<file path="config.mk">
export PLATFORM = sky130hd
export DESIGN_NAME = pattern_tx_flat
export DESIGN_NICKNAME = d
export VERILOG_FILES = /design/src/rtl/pattern_pkg.sv /design/src/rtl/pattern_tx_if.sv /design/src/rtl/lag_history.sv /design/src/rtl/pattern_tx.sv /design/src/flat_wrapper.sv
export SDC_FILE = /design/constraint.sdc
export NUM_CORES = 1
export LEC_CHECK = 0
export BUFFER_PORTS_ARGS = -buffer_cell sky130_fd_sc_hd__clkbuf_2
export CELL_PAD_IN_SITES_DETAIL_PLACEMENT = 1
export CELL_PAD_IN_SITES_GLOBAL_PLACEMENT = 2
export CORE_MARGIN = 5
export CORE_UTILIZATION = 32
export DETAILED_ROUTE_END_ITERATION = 16
export PLACE_DENSITY_LB_ADDON = 0.1
export SKIP_LAST_GASP = 1
export SLEW_MARGIN = 20
export SYNTH_ARGS = -nofsm -noshare
export SYNTH_HDL_FRONTEND = slang
export SYNTH_SLANG_ARGS = --single-unit
</file>
<file path="constraint.sdc">
create_clock -name clk -period 2.8 [get_ports clk]
set_input_delay 0.56 -clock clk [delete_from_list [all_inputs] [get_ports clk]]
set_output_delay 0.56 -clock clk [all_outputs]
set_load 0.005 [all_outputs]
</file>
<file path="src/rtl/pattern_pkg.sv">
// Shared definitions for the pattern transmitter: FSM states and parameter bounds.
package pattern_pkg;

    localparam int unsigned WIDTH_MIN = 2;
    localparam int unsigned WIDTH_MAX = 32;
    localparam int unsigned LAG_MIN   = 1;
    localparam int unsigned LAG_MAX   = 8;
    localparam int unsigned REPS_W    = 4;

    typedef enum logic [1:0] {
        IDLE = 2'd0,
        SEND = 2'd1,
        DONE = 2'd2
    } state_t;

endpackage

</file>
<file path="src/rtl/pattern_tx_if.sv">
// Load channel of the pattern transmitter: valid/ready handshake with word and repeat count.
interface pattern_tx_if #(parameter int unsigned WIDTH = 16) ();
    import pattern_pkg::*;

    logic              load_valid;
    logic              load_ready;
    logic [WIDTH-1:0]  load_data;
    logic [REPS_W-1:0] load_reps;

    modport master (output load_valid, output load_data, output load_reps, input  load_ready);
    modport slave  (input  load_valid, input  load_data, input  load_reps, output load_ready);

endinterface

</file>
<file path="src/rtl/lag_history.sv">
// Shift register of the last LAG stream bits plus a saturating fill count.
// Exposes the post-update tap and fill so the caller can register outputs for the next bit.
module lag_history #(
    parameter int unsigned LAG = 2
) (
    input  logic clk,
    input  logic rst,
    input  logic clr,
    input  logic shift,
    input  logic din,
    output logic tap_nxt_c,
    output logic full_nxt_c
);
    localparam int unsigned FILL_W = $clog2(LAG + 1);

    logic [LAG-1:0]    hist, hist_nxt;
    logic [FILL_W-1:0] fill, fill_nxt;

    always_comb begin
        hist_nxt = hist;
        fill_nxt = fill;
        if (clr) begin
            hist_nxt = '0;
            fill_nxt = '0;
        end else if (shift) begin
            hist_nxt = LAG'({hist, din});
            if (fill != FILL_W'(LAG)) fill_nxt = fill + FILL_W'(1);
        end
    end

    assign tap_nxt_c  = hist_nxt[LAG-1];
    assign full_nxt_c = (fill_nxt == FILL_W'(LAG));

    always_ff @(posedge clk) begin
        if (rst) begin
            hist <= '0;
            fill <= '0;
        end else begin
            hist <= hist_nxt;
            fill <= fill_nxt;
        end
    end

endmodule

</file>
<file path="src/rtl/pattern_tx.sv">
// Serial pattern transmitter: sends a loaded word LSB first (load_reps+1) times and
// predicts, for each bit, whether it equals the bit sent LAG cycles earlier.
module pattern_tx
    import pattern_pkg::*;
#(
    parameter int unsigned WIDTH = 16,
    parameter int unsigned LAG   = 2
) (
    input  logic         clk,
    input  logic         rst,
    pattern_tx_if.slave  ld,
    output logic         outval,
    output logic         out_en,
    output logic         expect_eq,
    output logic         expect_vld,
    output logic         done
);
    localparam int unsigned IDX_W = $clog2(WIDTH);

    state_t            state;
    logic [IDX_W-1:0]  idx;
    logic [REPS_W-1:0] reps_left;
    logic [WIDTH-1:0]  word;

    logic             accept_c, last_c, nb_c, tap_nxt_c, full_nxt_c;
    logic [IDX_W-1:0] idx_inc_c;

    assign accept_c  = ld.load_valid && ld.load_ready;
    assign last_c    = (idx == IDX_W'(WIDTH - 1));
    assign idx_inc_c = idx + IDX_W'(1);
    assign nb_c      = last_c ? word[0] : word[idx_inc_c];

    // History sees the bit currently on outval; its cleared state starts each burst.
    lag_history #(.LAG(LAG)) u_hist (
        .clk        (clk),
        .rst        (rst),
        .clr        (accept_c),
        .shift      (out_en),
        .din        (outval),
        .tap_nxt_c  (tap_nxt_c),
        .full_nxt_c (full_nxt_c)
    );

    // Outputs are registered for the cycle that follows each edge.
    always_ff @(posedge clk) begin
        if (rst) begin
            state         <= IDLE;
            idx           <= '0;
            reps_left     <= '0;
            word          <= '0;
            outval        <= 1'b0;
            out_en        <= 1'b0;
            expect_eq     <= 1'b0;
            expect_vld    <= 1'b0;
            done          <= 1'b0;
            ld.load_ready <= 1'b1;
        end else begin
            done       <= 1'b0;
            expect_eq  <= 1'b0;
            expect_vld <= 1'b0;
            case (state)
                IDLE: begin
                    if (accept_c) begin
                        state         <= SEND;
                        word          <= ld.load_data;
                        reps_left     <= ld.load_reps;
                        idx           <= '0;
                        outval        <= ld.load_data[0];
                        out_en        <= 1'b1;
                        ld.load_ready <= 1'b0;
                    end
                end
                SEND: begin
                    if (last_c && reps_left == '0) begin
                        state  <= DONE;
                        idx    <= '0;
                        outval <= 1'b0;
                        out_en <= 1'b0;
                        done   <= 1'b1;
                    end else begin
                        idx        <= last_c ? '0 : idx_inc_c;
                        if (last_c) reps_left <= reps_left - REPS_W'(1);
                        outval     <= nb_c;
                        expect_vld <= full_nxt_c;
                        expect_eq  <= full_nxt_c & ~(nb_c ^ tap_nxt_c);
                    end
                end
                DONE: begin
                    state         <= IDLE;
                    ld.load_ready <= 1'b1;
                end
                default: begin
                    state         <= IDLE;
                    outval        <= 1'b0;
                    out_en        <= 1'b0;
                    ld.load_ready <= 1'b1;
                end
            endcase
        end
    end

endmodule

</file>
<file path="src/flat_wrapper.sv">
// flat-port wrapper written by rule: the top's interface ports become plain ports
module pattern_tx_flat import pattern_pkg::*;
#(
    parameter int unsigned WIDTH = 16,
    parameter int unsigned LAG   = 2
)
  (clk, rst, outval, out_en, expect_eq, expect_vld, done, ld_load_valid, ld_load_data, ld_load_reps, ld_load_ready);
  pattern_tx_if #(.WIDTH(WIDTH)) ld_i ();
  input  logic clk;
  input  logic rst;
  output logic outval;
  output logic out_en;
  output logic expect_eq;
  output logic expect_vld;
  output logic done;
  input wire logic [$bits(ld_i.load_valid)-1:0] ld_load_valid;
  input wire logic [$bits(ld_i.load_data)-1:0] ld_load_data;
  input wire logic [$bits(ld_i.load_reps)-1:0] ld_load_reps;
  output wire logic [$bits(ld_i.load_ready)-1:0] ld_load_ready;
  assign ld_i.load_valid = ld_load_valid;
  assign ld_i.load_data = ld_load_data;
  assign ld_i.load_reps = ld_load_reps;
  assign ld_load_ready = ld_i.load_ready;
  pattern_tx #(.WIDTH(WIDTH), .LAG(LAG)) u_core (.clk(clk), .rst(rst), .ld(ld_i), .outval(outval), .out_en(out_en), .expect_eq(expect_eq), .expect_vld(expect_vld), .done(done));
endmodule
</file>
# Yosys cells after proc, flatten, opt, wreduce, memory -nomap -nowiden
# Index checks and enable logic that the tools add are counted.
# op_classes
n_addsub	3
order_cmp	1
n_eq_ne	9
muxes	28
bitwise_logic	5
reduce_logical	15
# op_table
cell	n
two-way mux 4 bit	6
case mux 4 bit (2 select lines)	2
two-way mux 2 bit	7
AND reduction 2 bit	5
two-way mux 1 bit	8
inequality test 2 x 1 -> 1 bit, second input constant	3
case mux 1 bit (3 select lines)	2
less-than comparator 4 x 5 -> 1 bit, second input constant	1
adder 4 x 1 -> 4 bit, second input constant	1
binary-select mux 1 bit (select 4 bit)	1
== test 2 bit, second input constant	2
== test 4 bit, second input constant	1
zero test 4 bit	1
inequality test 2 bit, second input constant	2
case mux 2 bit (2 select lines)	1
AND reduction 4 bit	1
OR reduction 2 bit	2
subtractor 4 x 1 -> 4 bit, second input constant	1
NOT 1 bit	3
AND reduction 3 bit	1
OR reduction 3 bit	1
adder 2 x 1 -> 2 bit, second input constant	1
== test 2 x 1 -> 1 bit, second input constant	1
logical AND 1 bit	2
other kinds (5)	5
# word_totals
register_bits	36
out_inout_bits	6
word_cells	74

# Depth between registers and ports, before layout
# depth
ltp_word	7
ltp_mapped	7
mapped_depth_nobuf	7

# Cells and area by module
# A second synthesis with hierarchy kept.
# hier_totals
cells_unflattened	206
hier_area_um2	1779.2
# modules_own_cells
mod	instances	cells_each	area_per_inst_um2	seq_area_each_um2
pattern_tx	1	187	1576.5	640.6
lag_history	1	19	202.7	80.1

# Worst setup path after synthesis
# No wires, ideal clock.
# synth_path
path_kind	register to register
startpoint	register u_core.idx[1]
endpoint	register u_core.outval
setup_time_ns	0.116
arrival_time_ns	1.920
required_time_ns	2.684
setup_slack_ns	0.765
path_stages_with_launch	7
n_path_buf	0
path_cell_list	dfxtp_1 -> ha_1 -> mux4_2 -> a32o_1 -> o21ai_2 -> o2111ai_2 -> a31o_1
# synth_between
elab_chain_len	6
# synth_lines
element	line	source
from (decl)	pattern_tx.sv:21	logic [IDX_W-1:0] idx;
from (signal assigned)	pattern_tx.sv:81	idx <= last_c ? '0 : idx_inc_c;
adder 4 x 1 -> 4 bit	pattern_tx.sv:30	assign idx_inc_c = idx + IDX_W'(1);
binary-select mux 1 bit (select 4 bit)	pattern_tx.sv:31	assign nb_c = last_c ? word[0] : word[idx_inc_c];
two-way mux 1 bit (implied by the code)	pattern_tx.sv:31	
two-way mux 1 bit	pattern_tx.sv:31	
two-way mux 1 bit *	pattern_tx.sv:74	if (last_c && reps_left == '0) begin
case mux 1 bit (3 select lines) *	pattern_tx.sv:61	case (state)
to (signal assigned)	pattern_tx.sv:68	outval <= ld.load_data[0];
to (signal assigned)	pattern_tx.sv:83	outval <= nb_c;
to (decl)	pattern_tx.sv:12	output logic outval,
# Every way passes the cells marked *; elsewhere a longest branch is shown, timed or not. The select of a mux whose other input is x is not followed.
# A chain may end at the register's enable or synchronous reset.

# Worst setup path in the final report
# layout_path
startpoint	register u_core.idx[0]
endpoint	register u_core.outval
# Same word-level chain as after synthesis.

==> impl_metrics.csv <==
group,metric,value,unit
worst_hold_path,min_path_type,"register to register",
finish,multi_input_comb_area,880.8,µm²
finish,number_of_nets_at_the_end_of_the_flow,254,
global_route,globalRouteOverflowTotal,0,
floorplan,coreArea,5107,µm²
timing,fmaxAchievable,424.2,MHz
finish,mostFrequentLayoutCell,"sky130_fd_sc_hd__nand2_1",
run_status,status,"complete, no violations",
worst_setup_path,crit_fanout,9,
global_route,first_global_vias,1515,
floorplan,dieHeight,82.55,µm
timing,hold_ws,0.4524,ns
synthesis,synth_edf_count,0,
clock_tree,clkSinkCount,36,
clock_tree,htree_num_levels,2,
synthesis,synth_fp_nets,229,
clock_tree,cts_tree,"built",
synthesis,synth_area,1684,µm²
clock_tree,postCtsResizedCells,0,
timing,finalMaxSlewViolations,0,
timing,timing.slew.headroom,55.61,%
global_route,grt_pass1_wl,7038,µm
finish,num-fill-cells,635,
synthesis,yosysWarnings,0,
pwr,irDropWorstVdd,243.2,µV
global_route,grt_use_total,13.88,%
placed_design,post-place-ws,0.4308,ns
synthesis,postSynthAreaPerCell,8.296,µm²
route,detailroute.via_count,1469,
route,drtPass1Iterations,4,
placed_design,place.detailed.hpwl,3212,µm
timing,finalWorstPathRequiredPeriod,2.357,ns
finish,antenna_cells,0,
synthesis,synthesis.instances,203,
route,drc,0,
route,vias_per_cell,4.930,
timing,post-route-worst-setup-slack,0.4426,ns
finish,mostFrequentLayoutCells,"sky130_fd_sc_hd__nand2_1 (43), sky130_fd_sc_hd__dfxtp_1 (36), sky130_fd_sc_hd__clkbuf_2 (28), sky130_fd_sc_hd__a21oi_1 (25), sky130_fd_sc_hd__nor2_1 (18)",
floorplan,die_width,82.55,µm
clock_tree,cts_root_buffer,"sky130_fd_sc_hd__clkbuf_8",
finish,flow.area_growth_from_synthesis,17.24,%
placed_design,globalplace.congestion,0.7899,
synthesis,postSynthRegisterBits,36,
synthesis,synth-async-reset-ratio,0,%
clock_tree,worst_skew_pair.late_latency,0.29,ns
timing,tns,0,ns
floorplan,fp.dieArea,6814,µm²
timing,count_of_final_hold_check_violations,0,
timing,grt_setup_unrepaired,"false",
timing,timing.final.crit_share,84.19,%
clock_tree,cts.hold.buffers_added,0,
clock_tree,clk_buf_depth,2,
global_route,largest_net_degree_at_the_start_of_global_routing,32,
timing,final_setup_vio_count,0,
worst_setup_path,critPathArrivalTime,2.55,ns
route,postRouteAntennaNets,0,
timing,worst-slew-pin-transition,0.6659,ns
global_route,initial_antenna_violation_count,0,
placed_design,placement.io_buffers,28,
pwr,total_leakage_power,0.7955,nW
synthesis,seq_area_frac_synth,42.79,%
finish,drive_above_1_share,20.18,%
floorplan,initial_core_util,32.97,%
worst_setup_path,worst_setup_path_end_kind,"register",
worst_setup_path,worstSetupStartpointType,"register",
run,drv.max_cap_violation_count,0,
synthesis,synth_cell_types,37,
timing,finalClockSkew,0.009643,ns
route,wl,4350,µm
synthesis,synth_ff_type,"sky130_fd_sc_hd__dfxtp_1",
worst_setup_path,criticalPathCategory,"register to register",
floorplan,rows,26,
finish,sequential_cell_area,720.7,µm²
pwr,powerDensity,586.5,nW/µm²
route,avgRoutedWirePerCell,14.60,µm
clock_tree,post-cts-setup-buffer-count,0,
clock_tree,cts_inserted_buffers,5,
worst_setup_path,critical_path_required,2.99,ns
clock_tree,clkSlewWorstSetupHoldPaths,0.08,ns
route,drt-initial-drc-count,42,
floorplan,floorplan.io_pins,29,
cell usage after synthesis, drive strengths merged (3+ instances only):
cell type  number  area share, %
nor3            8            2.4
nand2          43            9.6
buf             3            1.2
mux4            4            5.8
ha              3            2.2
inv             9            2.0
or3             3            1.1
clkbuf          9            2.0
nor2           18            4.0
o21ai           7            2.5
dfxtp          36             43
mux2i           5            3.0
nand3           3           0.89
a21oi          25            7.4
flip-flops by register name, summed over array words and instances (netlist names):
register              cells
u_core.out_en             1
u_core.idx                4
u_core.reps_left          4
u_core.u_hist.fill        2
u_core.word              16
u_core.done               1
u_core.state              2
u_core.ld.load_ready      1
u_core.expect_vld         1
u_core.outval             1
u_core.expect_eq          1
u_core.u_hist.hist        2
cells by family (layout without fill, tap and decap cells):
group | Yosys count | count (layout) | share of synthesized area (%)
and+or+nand+nor | 85 | 85 | 21.84
AOI/OAI and AO/OA | 46 | 46 | 17.31
DFF | 36 | 36 | 42.79
buffers and inverters | 21 | 46 | 5.200
muxes | 11 | 11 | 10.10
adders and majority gates | 3 | 3 | 2.229
xor gates and xnor gates | 1 | 1 | 0.5202
path summary, 6_finish.rpt:
path	start	end	slack, ns	cells past startpoint
worst min-delay path	u_core.word[5]	u_core.word[5]	0.45	2
worst max-delay path	u_core.idx[0]	u_core.outval	0.44	6
worst max register to register	u_core.idx[0]	u_core.outval	0.44	6
worst min register to register	u_core.word[5]	u_core.word[5]	0.45	2
critical path, cell delays in order (launching register included):
cell	delay, ns
sky130_fd_sc_hd__dfxtp_1	0.42
sky130_fd_sc_hd__ha_1	0.48
sky130_fd_sc_hd__mux4_2	0.58
sky130_fd_sc_hd__a32o_1	0.28
sky130_fd_sc_hd__o21ai_2	0.13
sky130_fd_sc_hd__o2111ai_2	0.15
sky130_fd_sc_hd__a31o_1	0.23
metrics by stage:
step | util [%] | cells | total power, mW | instance area [µm²]
finish | 38.66 | 298 | 1.158 | 1974
CTS | 38.66 | 298 | 1.181 | 1974
floorplan | - | 203 | 0.7085 | 1684
global placement | 36.77 | 291 | 0.7591 | 1878
global route | 38.66 | 298 | 1.222 | 1974
detailed placement | 36.77 | 291 | 0.7694 | 1878
per-layer routing:
layer	vias to the layer above	wire length, µm	global-route usage (%)
li1	741	-	-
met1	703	2083	17.52
met2	19	2083	23.00
met3	6	127	3.579
met4	0	56	4.575
met5	-	0	0
power by group:
group / leakage, nW / switching (mW) / total, mW / internal [mW]
clock: 0.0503 / 0.183 / 0.402 / 0.219
sequential: 0.294 / 0.0277 / 0.572 / 0.544
combinational: 0.451 / 0.104 / 0.184 / 0.0797
total: 0.795 / 0.315 / 1.16 / 0.843
cell type report:
| type | instances | share of cell area (%) |
|---|---|---|
| Timing Repair Buffer | 30 | 7.858 |
| Clock buffer | 7 | 4.880 |
| Multi-Input combinational cell | 146 | 44.61 |
| Inverter | 9 | 1.711 |
| Sequential cell | 36 | 36.50 |
| Tap cell | 70 | 4.436 |
No activity file was read; power rests on OpenSTA's default activity.
